[src/rtl/cpu4_pkg.sv]
// Shared definitions for the 4-bit CPU: opcodes, sequencer states, ALU op codes, decoded controls.
// Pure declarations, no logic; imported by the fetch/decode block and the ALU.
// No flow control: constants and types only.
package cpu4_pkg;

    localparam int PCW_DEF = 4;
    localparam int IW_DEF  = 8;
    localparam int OPW_DEF = 4;

    localparam logic [3:0] OP_NOP  = 4'h0;
    localparam logic [3:0] OP_LDI  = 4'h1;
    localparam logic [3:0] OP_ADDI = 4'h2;
    localparam logic [3:0] OP_SUBI = 4'h3;
    localparam logic [3:0] OP_JMP0 = 4'h4;
    localparam logic [3:0] OP_HLT  = 4'hF;

    localparam logic [1:0] ALU_PASS = 2'b00;
    localparam logic [1:0] ALU_ADD  = 2'b01;
    localparam logic [1:0] ALU_SUB  = 2'b10;

    typedef enum logic [1:0] {
        ST_FETCH  = 2'b00,
        ST_DECODE = 2'b01,
        ST_EXEC   = 2'b10,
        ST_HALT   = 2'b11
    } state_t;

    typedef struct packed {
        logic       acc_we;
        logic [1:0] alu_op;
        logic       set_pc;
        logic       is_halt;
    } ctrl_t;

endpackage

[src/rtl/instr_decoder.sv]
// Opcode -> datapath control decode; unknown opcodes fall back to NOP controls.
// Latency: combinational, zero cycles.
// No flow control: the sequencer registers the result when it needs it.
module instr_decoder
    import cpu4_pkg::*;
#(
    parameter int OPW = OPW_DEF
) (
    input  logic [OPW-1:0] opcode,
    output ctrl_t          ctrl
);

    always_comb begin
        ctrl        = '0;
        ctrl.alu_op = ALU_PASS;
        case (opcode)
            OP_LDI: begin
                ctrl.acc_we = 1'b1;
                ctrl.alu_op = ALU_PASS;
            end
            OP_ADDI: begin
                ctrl.acc_we = 1'b1;
                ctrl.alu_op = ALU_ADD;
            end
            OP_SUBI: begin
                ctrl.acc_we = 1'b1;
                ctrl.alu_op = ALU_SUB;
            end
            OP_JMP0: ctrl.set_pc  = 1'b1;
            OP_HLT:  ctrl.is_halt = 1'b1;
            default: ctrl = '0;
        endcase
    end

endmodule

[src/rtl/fetch_decode.sv]
// Fetch/decode sequencer: FETCH -> DECODE -> EXEC, one instruction per three cycles; HLT parks in HALT.
// Latency: IR loads on the FETCH edge, controls (incl. pc_step) are live for exactly the EXEC cycle.
// No backpressure: the PC stage only advances when pc_step is high, so it is paced by this block.
module fetch_decode
    import cpu4_pkg::*;
#(
    parameter int PCW = PCW_DEF,
    parameter int IW  = IW_DEF,
    parameter int OPW = OPW_DEF
) (
    input  logic              clk,
    input  logic              rst,
    input  logic [PCW-1:0]    PC_CURR,
    input  logic [IW-1:0]     INSTR_IN,
    output logic [PCW-1:0]    IMEM_ADDR,
    output logic [IW-1:0]     IR,
    output logic [IW-OPW-1:0] IMM,
    output logic              acc_we,
    output logic [1:0]        alu_op,
    output logic              pc_step,
    output logic              set_pc,
    output logic              halted,
    output logic [1:0]        state
);

    state_t         state_q;
    logic [IW-1:0]  ir_q;
    ctrl_t          dec;

    instr_decoder #(.OPW(OPW)) u_dec (
        .opcode (ir_q[IW-1:IW-OPW]),
        .ctrl   (dec)
    );

    assign IMEM_ADDR = PC_CURR;
    assign IR        = ir_q;
    assign IMM       = ir_q[IW-OPW-1:0];
    assign state     = state_q;

    // Controls default low every edge, so they only survive the single EXEC cycle.
    always_ff @(posedge clk or posedge rst) begin
        if (rst) begin
            state_q <= ST_FETCH;
            ir_q    <= '0;
            acc_we  <= 1'b0;
            alu_op  <= ALU_PASS;
            pc_step <= 1'b0;
            set_pc  <= 1'b0;
            halted  <= 1'b0;
        end else begin
            acc_we  <= 1'b0;
            alu_op  <= ALU_PASS;
            pc_step <= 1'b0;
            set_pc  <= 1'b0;
            case (state_q)
                ST_FETCH: begin
                    ir_q    <= INSTR_IN;
                    state_q <= ST_DECODE;
                end
                ST_DECODE: begin
                    if (dec.is_halt) begin
                        halted  <= 1'b1;
                        state_q <= ST_HALT;
                    end else begin
                        acc_we  <= dec.acc_we;
                        alu_op  <= dec.alu_op;
                        set_pc  <= dec.set_pc;
                        pc_step <= 1'b1;
                        state_q <= ST_EXEC;
                    end
                end
                ST_EXEC:  state_q <= ST_FETCH;
                ST_HALT:  state_q <= ST_HALT;
                default:  state_q <= ST_FETCH;
            endcase
        end
    end

endmodule

[config.mk]
export PLATFORM = sky130hd
export DESIGN_NAME = fetch_decode
export DESIGN_NICKNAME = d
export VERILOG_FILES = /design/src/rtl/cpu4_pkg.sv /design/src/rtl/instr_decoder.sv /design/src/rtl/fetch_decode.sv
export SDC_FILE = /design/constraint.sdc
export NUM_CORES = 1
export LEC_CHECK = 0
export ABC_AREA = 1
export CAP_MARGIN = 10
export CORE_MARGIN = 2
export CORE_UTILIZATION = 39
export CTS_BUF_LIST = sky130_fd_sc_hd__clkbuf_2
export CTS_CLUSTER_SIZE = 14
export DETAILED_ROUTE_END_ITERATION = 16
export PLACE_DENSITY = 0.81
export SYNTH_ARGS = -nofsm -noshare
export SYNTH_HDL_FRONTEND = slang
export SYNTH_SLANG_ARGS = --single-unit
[constraint.sdc]
create_clock -name clk -period 1.2 [get_ports clk]
set_input_delay 0.24 -clock clk [delete_from_list [all_inputs] [get_ports clk]]
set_output_delay 0.24 -clock clk [all_outputs]
set_load 0.05 [all_outputs]
==> flow_results.org, run 1 <==
** CTS
- CTS H-tree depth :: 1
- Clock-pin slew was measured on the worst setup and hold paths at 0.17 ns.
- Clock buffer depth :: 2
- Number of buffers added to fix hold violations after cts :: 0
- Clock buffer count from CTS :: 3
- Clock tree synthesis found a total of 16 sinks.
- Clock tree root driver cell :: clkbuf_2
- TritonCTS built the clock tree.
- The later pin in the worst-skew pair is clocked with a latency of 0.30 ns.

** Finish
- From synthesis to final layout, the design area changed by 73.65%.
- The final layout contains 117 nets.
- Final core area utilization :: 70.48%
- In the final layout, the share of cells above drive strength 1 is 42.16%.
- Most common library cell in the layout ignoring fill and taps :: buf_12
- Commonest non-fill, non-tap cells in the layout :: 20 x buf_12, 19 x nand2_1, 9 x nor2_1, 9 x clkdlybuf4s50_1
- The repair_antennas step left the layout with diodes totalling 0.

** Global routing
- Tot GR Track Use :: between 10% and 20%
- The first global-routing pass estimated between 2 and 2.5 mm of wire.
- The number of antenna violations at the first check in global routing was 0.
- Sum of overflow across all layers after global routing :: 0
- Entering global routing, the biggest net connects 17 pins.
- Global routing consumed, on the met1 layer, ~17% of the routing resources.
- For this run, global-route usage on met2 was measured as 31.11%.
- The number of global-route vias before repair is between 500 and 600.
- Busiest metal layer after global routing :: met2
- GR Util met3 :: under 10%

** Synthesis
- For this run, the number of Yosys warnings is 0.
- Complex-gate fraction of the synthesized area :: 6.859%
- By area the synthesized netlist is led by dfrtp_1 58%, nand2_1 10%, buf_4 8.7%.
- Area share of fa/ha/maj cells after synthesis :: 0%
- Multiplexer cells account for 0% of the synthesized area.
- Largest family of logic cells by synthesized area :: simple AND/OR/NAND/NOR gates
- Portion of synthesized cell area occupied by the leading cell type :: 57.76%
- The synthesized netlist contains 13 unique library cells.
- Cell Area, Synth :: roughly 700 um^2
- Gate count of the mapped netlist :: 74
- After synthesis, the mean cell area works out to 9.367 um^2.
- Fraction of the yosys area taken by sequential cells :: between 50 and 60%
- Synth Net Count :: just under 90
- Leading area contributor after synthesis :: dfrtp_1
- Post-Synth Simple-Gate Area :: 19.13%
- Number of storage elements in the synthesis netlist :: 16
- Of the total synthesized cell area, the portion taken by XOR and XNOR cells is 0%.

** STA
- Setup violations, final :: 0
- Pins Over Slew Limit :: 0
- Adding up every negative setup slack in the final design gives 0 ns.
- Slew at the pin closest to its max-slew limit :: 0.2302 ns
- Period utilization :: between 90% and 100%
- The count of final hold-check violations is 0.
- Min Clock Period, post-route :: 1.185 ns
- Between clock sinks in the finished design, the worst skew comes to 0.02236 ns.
- Achievable clock frequency :: approximately 0.84 GHz
- Setup repair after global routing could not meet its margin everywhere.
- Worst max-slew margin expressed relative to the limit :: about 84%

** Worst setup path
- Maximum net fanout on the critical path :: 3
- STA classifies the critical path endpoint as an output pin.
- CP max-delay cell :: dfrtp_2
- Data required time of the critical path :: 0.96 ns
- Type of the setup path with the least slack :: reg2out
- Critical path arrival :: around 0.94 ns
- For this run, the slowest stage of the critical path takes ~0.48 ns.
- STA classifies the critical path startpoint as a flop.
- Worst r2r path cells :: 5
- The worst register-to-register path begins at state[0].
- Counting both buffers and inverters, the worst setup path holds a total of 1.
- R2r endpoint :: IR[3]
- The cell family contributing the most delay on the critical path is flip-flops.
- Critical-path cell list :: buf_12
- Reg2Reg Setup Slack :: about 0.060 ns

** Drt
- Summing over every cut layer, the via total after detailed routing is about 600.
- The count of nets left with antenna violations once routing finished came out at 0.
- Wire length reported by the detailed router :: about 1.6 mm
- Average wire per cell in the routed design :: 12.44 um
- Via-to-Cell Ratio :: 4.598
- Iteration-0 DRC Markers :: 5
- The first detailed-routing pass took 4 iterations.
- In the routed design, unresolved DRC markers number 0.

** Power
- Dividing total power by cell area gives a power density of 3476 nW/um^2.
- Leak pwr :: 0.0005639 uW
- Worst IR drop on VDD :: 1.790 mV

** Status
- Run status :: finished clean

** Die
- Effective utilization at floorplan :: 40.59%
- Overall die width :: 46.16 um
- Die H :: between 40 and 50 um
- The die covers 2131 um^2.
- Core outline area :: 1708 um^2
- Pin placement for this block handled 38 I/O pins.
- Row count :: 15

** Placement
- HPWL after detailed placement :: 1.224 mm
- Gp weighted congestion :: 0.7244
- The count of buffers added on input and output ports is 29.

** Min path
- Min-delay worst type :: in2async

** Job
- Count of maximum capacitance violations :: 0
timing repair:
action,in CTS,in global routing
setup endpoints to repair,5,11
gates resized for setup,3,4
setup buffers,1,3
endpoints found under the hold margin,0,0
power by group:
group / internal [uW] / total (uW) / switching (uW)
Clock: 88.3 / 259 / 170
Combinational: 1310 / 2840 / 1530
Sequential: 781 / 1080 / 303
Total: 2180 / 4180 / 2000
sequential cells by signal, summed over array words and instances (netlist names):
signal / cells
alu_op: 2
set_pc: 1
acc_we: 1
halted: 1
state: 2
pc_step: 1
IR: 8
cells in the mapped netlist, drive strengths merged:
cell type   n
buf        10
clkbuf      1
dfrtp      16
inv         7
nand2      19
nand3       2
nor2       11
o21ai       8
metal layers:
| metal | share of wire, % | up-vias |
|---|---|---|
| li1 | - | 273 |
| met1 | 34 | 290 |
| met2 | 59 | 17 |
| met3 | 3.5 | 4 |
| met4 | 3.5 | 0 |
| met5 | 0 | - |
worst max-delay path by stage:
stage,start,to,slack [ns],cells past startpoint
CTS,state[1],state[1],-0.03,1
detailed placement,state[1],IR[7],0.18,4
global route,IR[1],IMM[1],-0.03,1
finish,IR[1],IMM[1],0.02,1
global placement,state[0],IR[6],0.25,4
floorplan,state[1],IR[7],0.03,4
per-stage QoR:
| stage | hold slack (ns) | cell area [um^2] | total power [uW] | cells | setup slack (ns) |
|---|---|---|---|---|---|
| 3_3_place_gp | 0.4806 | 1145 | 3726 | 119 | 0.2471 |
| 5_1_grt | 0.2172 | 1204 | 4362 | 127 | -0.03339 |
| 2_1_floorplan | 0.1537 | 694.4 | 2515 | 74 | 0.02562 |
| 6_report | 0.2105 | 1204 | 4184 | 127 | 0.01501 |
| 4_1_cts | 0.2220 | 1176 | 4099 | 124 | -0.03067 |
| 3_5_place_dp | 0.4806 | 1145 | 3807 | 119 | 0.1788 |
cell families (layout without fill, tap and decap cells):
kind of cell | after synthesis | in the layout
flops | 16 | 16
compound gates | 8 | 8
simple gates | 32 | 32
buf+inv | 18 | 46
final cells by class:
class | instances | area (um^2)
multi-input combinational | 40 | 180.2
inverter | 7 | 26.28
fill | 108 | 504.2
timing repair buffer | 35 | 535.5
tap | 25 | 31.28
sequential | 16 | 410.4
clock buffer | 4 | 20.02
Power figures use the tool's default switching activity.
==> inputs of run 2 (changes only) <==
==> constraint.sdc (replaced) <==
create_clock -name clk -period 1.1 [get_ports clk]
set_input_delay 0.22 -clock clk [delete_from_list [all_inputs] [get_ports clk]]
set_output_delay 0.22 -clock clk [all_outputs]
set_load 0.05 [all_outputs]
==> run 2 against run 1 <==
Against the previous run:
- the run now ends with negative setup slack left
- sequential cell count unchanged
- sequential power up 8%
- global-route usage down 0.50 points
- die area unchanged
- final area up 2.5%
- core utilization up 1.8 points
- via count up 0.17%
==> flow_results.org, run 2 (synthesis results as in run 1) <==
** Placement
- Gp weighted congestion :: 0.7087 (-2.2%)
- The worst slack at placement was 0.08703 ns (-0.09178 ns).
- The count of port buffers added during placement came to 29 (unchanged).
- The half-perimeter wire length of the detailed placement result came to 1.145 mm (-6.4%).

** Global routing
- The wire length of the first global-routing pass came to 2.380 mm (-1.4%).
- Number of global-route vias before repair :: 562 (+4.1%)
- Sum of overflow across all layers after global routing :: 0 (unchanged)
- Largest net degree at the start of global routing :: 17 (unchanged)
- Tot GR Track Use :: 17.11% (-0.50 points)
- The number of antenna violations at the first check in global routing came to 0 (unchanged).

** STA
- The least setup slack across all paths after layout came to -0.06747 ns (-0.08248 ns).
- Pins Over Slew Limit :: 0 (unchanged)
- Setup repair after global routing could not meet its margin everywhere.
- Worst max-slew margin expressed relative to the limit :: 86.48% (+2.0 points)
- Worst-case hold slack :: 0.2319 ns (+0.02139 ns)
- Number of hold violations in the final report :: 0 (unchanged)
- The count of final setup violators was 20 (+20).
- Slew at the pin closest to its max-slew limit :: 0.2027 ns (-0.02744 ns)
- Min Clock Period, post-route :: 1.167 ns
- In the finished design, the share of the clock period the worst path needs comes to 106.1%.
- Achievable clock frequency :: 0.8566 GHz
- Setup skew after layout :: 0.002757 ns (-0.01960 ns)

** Worst setup path
- Data required time of the critical path :: 0.88 ns (-0.08 ns)
- Worst r2r path cells :: 5 (unchanged)
- The worst path arrival time was 0.95 ns (about the same).
- Among all stages on the critical path, the largest delay is contributed by dfrtp_2.
- Reg2Reg Setup Slack :: 0.02 ns (-0.04 ns)
- Sort of element at the end of the critical path :: output pin
- Worst Setup SP :: state[0]
- Maximum single-stage delay on the critical path :: 0.48 ns (about the same)
- Maximum net fanout on the critical path :: 4 (+1)
- Critical register-to-register path startpoint :: state[0]
- The worst setup path is launched from a flop.
- The number of buffer and inverter stages on the critical path is 1 (unchanged).
- In this design, the largest share of critical-path delay is due to flip-flops.
- The worst setup path is of the reg2out kind.
- R2r endpoint :: acc_we
- Critical-path cell list :: buf_12

** CTS
- The hold-fix buffer count after cts is 0 (unchanged).
- Clock Sink Count :: 16 (unchanged)
- The maximum root-to-sink buffer count was 2 (unchanged).
- Source-to-sink clock delay at the later pin of the worst-skew pair :: 0.31 ns (about the same)
- Clock tree root driver cell :: clkbuf_2
- CTS H-tree depth :: 1 (unchanged)
- Clock tree from TritonCTS :: built
- Post-CTS clock slew at the launch and capture registers of the worst setup and hold paths :: 0.15 ns (-0.02 ns)
- Clock buffer count from CTS :: 3 (unchanged)

** Die
- IO Count :: 38 (unchanged)
- Overall die width :: 46.16 um (unchanged)
- The initial cell density of the core was 40.59% (unchanged).
- Die H :: 46.16 um (unchanged)
- The site row count came to 15 (unchanged).
- The area inside the core boundary came to 1708 um^2 (unchanged).
- Floorplan die area :: 2131 um^2 (unchanged)

** Power
- Leak pwr :: 0.0005720 uW (+1.4%)
- The total power per unit cell area came to 3790 nW/um^2 (+9.0%).
- The maximum ir drop on the vdd rail was 2.202 mV (+23%).

** Drt
- The average routed wire per standard cell came to 12.46 um (+0.13%).
- Iteration-0 DRC Markers :: 15 (+10)
- The total via count in the routed design is 585 (+0.17%).
- The number of detailed-routing iterations run before antenna repair was 4 (unchanged).
- DR DRC count :: 0 (unchanged)
- Wire length reported by the detailed router :: 1.607 mm (+1.7%)
- Via-to-Cell Ratio :: 4.535 (-1.4%)
- Number of nets with antenna violations after detailed routing :: 0 (unchanged)

** Status
- The run finished, with violations left.
- The final reports fail on negative setup slack.

** Finish
- Share of layout cells above drive strength 1 :: 42.31% (+0.15 points)
- From synthesis to final layout, the design area changed by 77.98%.
- The flip-flop count of the largest register after layout came to 8 (unchanged).
- Commonest non-fill, non-tap cells in the layout :: 20 x buf_12, 19 x nand2_1, 9 x nor2_1, 9 x clkdlybuf4s50_1
- The count of nets after finishing is 119 (+1.7%).
- Antenna diode count :: 0 (unchanged)
- Leaving out fill and tap cells, the most frequent cell in the layout is buf_12.

** Min path
- The min-delay analysis places its worst path in the category in2async.

** Job
- The number of maximum-capacitance constraint violations came to 0 (unchanged).
run 2: per-stage QoR:
stage	setup TNS, ns	total power, uW	cell area, um^2	cells	util, %
after global routing	-1.492	4871	1234	129	72.23
final	-0.7973	4676	1234	129	72.23
after CTS	-0.7123	4625	1222	128	71.58
after global placement	0	4085	1151	118	67.40
after floorplan	0	2791	708.2	74	-
after detailed placement	0	4167	1151	118	67.40
run 2: layout make-up:
cell class                      instances  area [um^2]
Multi-Input combinational cell         41        196.4
Clock buffer                            3        15.01
Inverter                                7        26.28
Sequential cell                        16        410.4
Timing Repair Buffer                   36        550.5
Fill cell                             120        474.2
Tap cell                               25        31.28
Clock inverter                          1        3.754
run 2: where the power goes:
part / leakage (uW) / switching (uW) / internal (uW)
Combinational: 0.000365 / 1730 / 1500
Sequential: 0.000193 / 320 / 852
Clock: 0.0000140 / 196 / 78.9
run 2: routing by layer:
metal	global-route usage [%]	part of all wire, %	wire length [um]	up-vias
met2	27.78	53	853	30
met5	0	0	0	-
met1	17.16	35	567	268
met4	16.00	4.7	75	0
li1	-	-	-	280
met3	5.098	6.8	110	7
run 2: how the worst max path moves through the flow:
stage | slack, ns | end | cells after the start
6_report | -0.07 | state[0] | 1
5_1_grt | -0.1 | state[0] | 1
4_1_cts | -0.06 | IMM[2] | 1
3_5_place_dp | 0.09 | IR[3] | 3
3_3_place_gp | 0.14 | IR[7] | 3
2_1_floorplan | 0.009 | IR[4] | 5
run 2: timing repair:
| item | CTS | global route |
|---|---|---|
| gates cloned | 0 | 1 |
| buffers inserted | 6 | 0 |
| pin swaps | 2 | 1 |
| endpoints found under the setup margin | 20 | 29 |
| gates resized for setup | 2 | 1 |
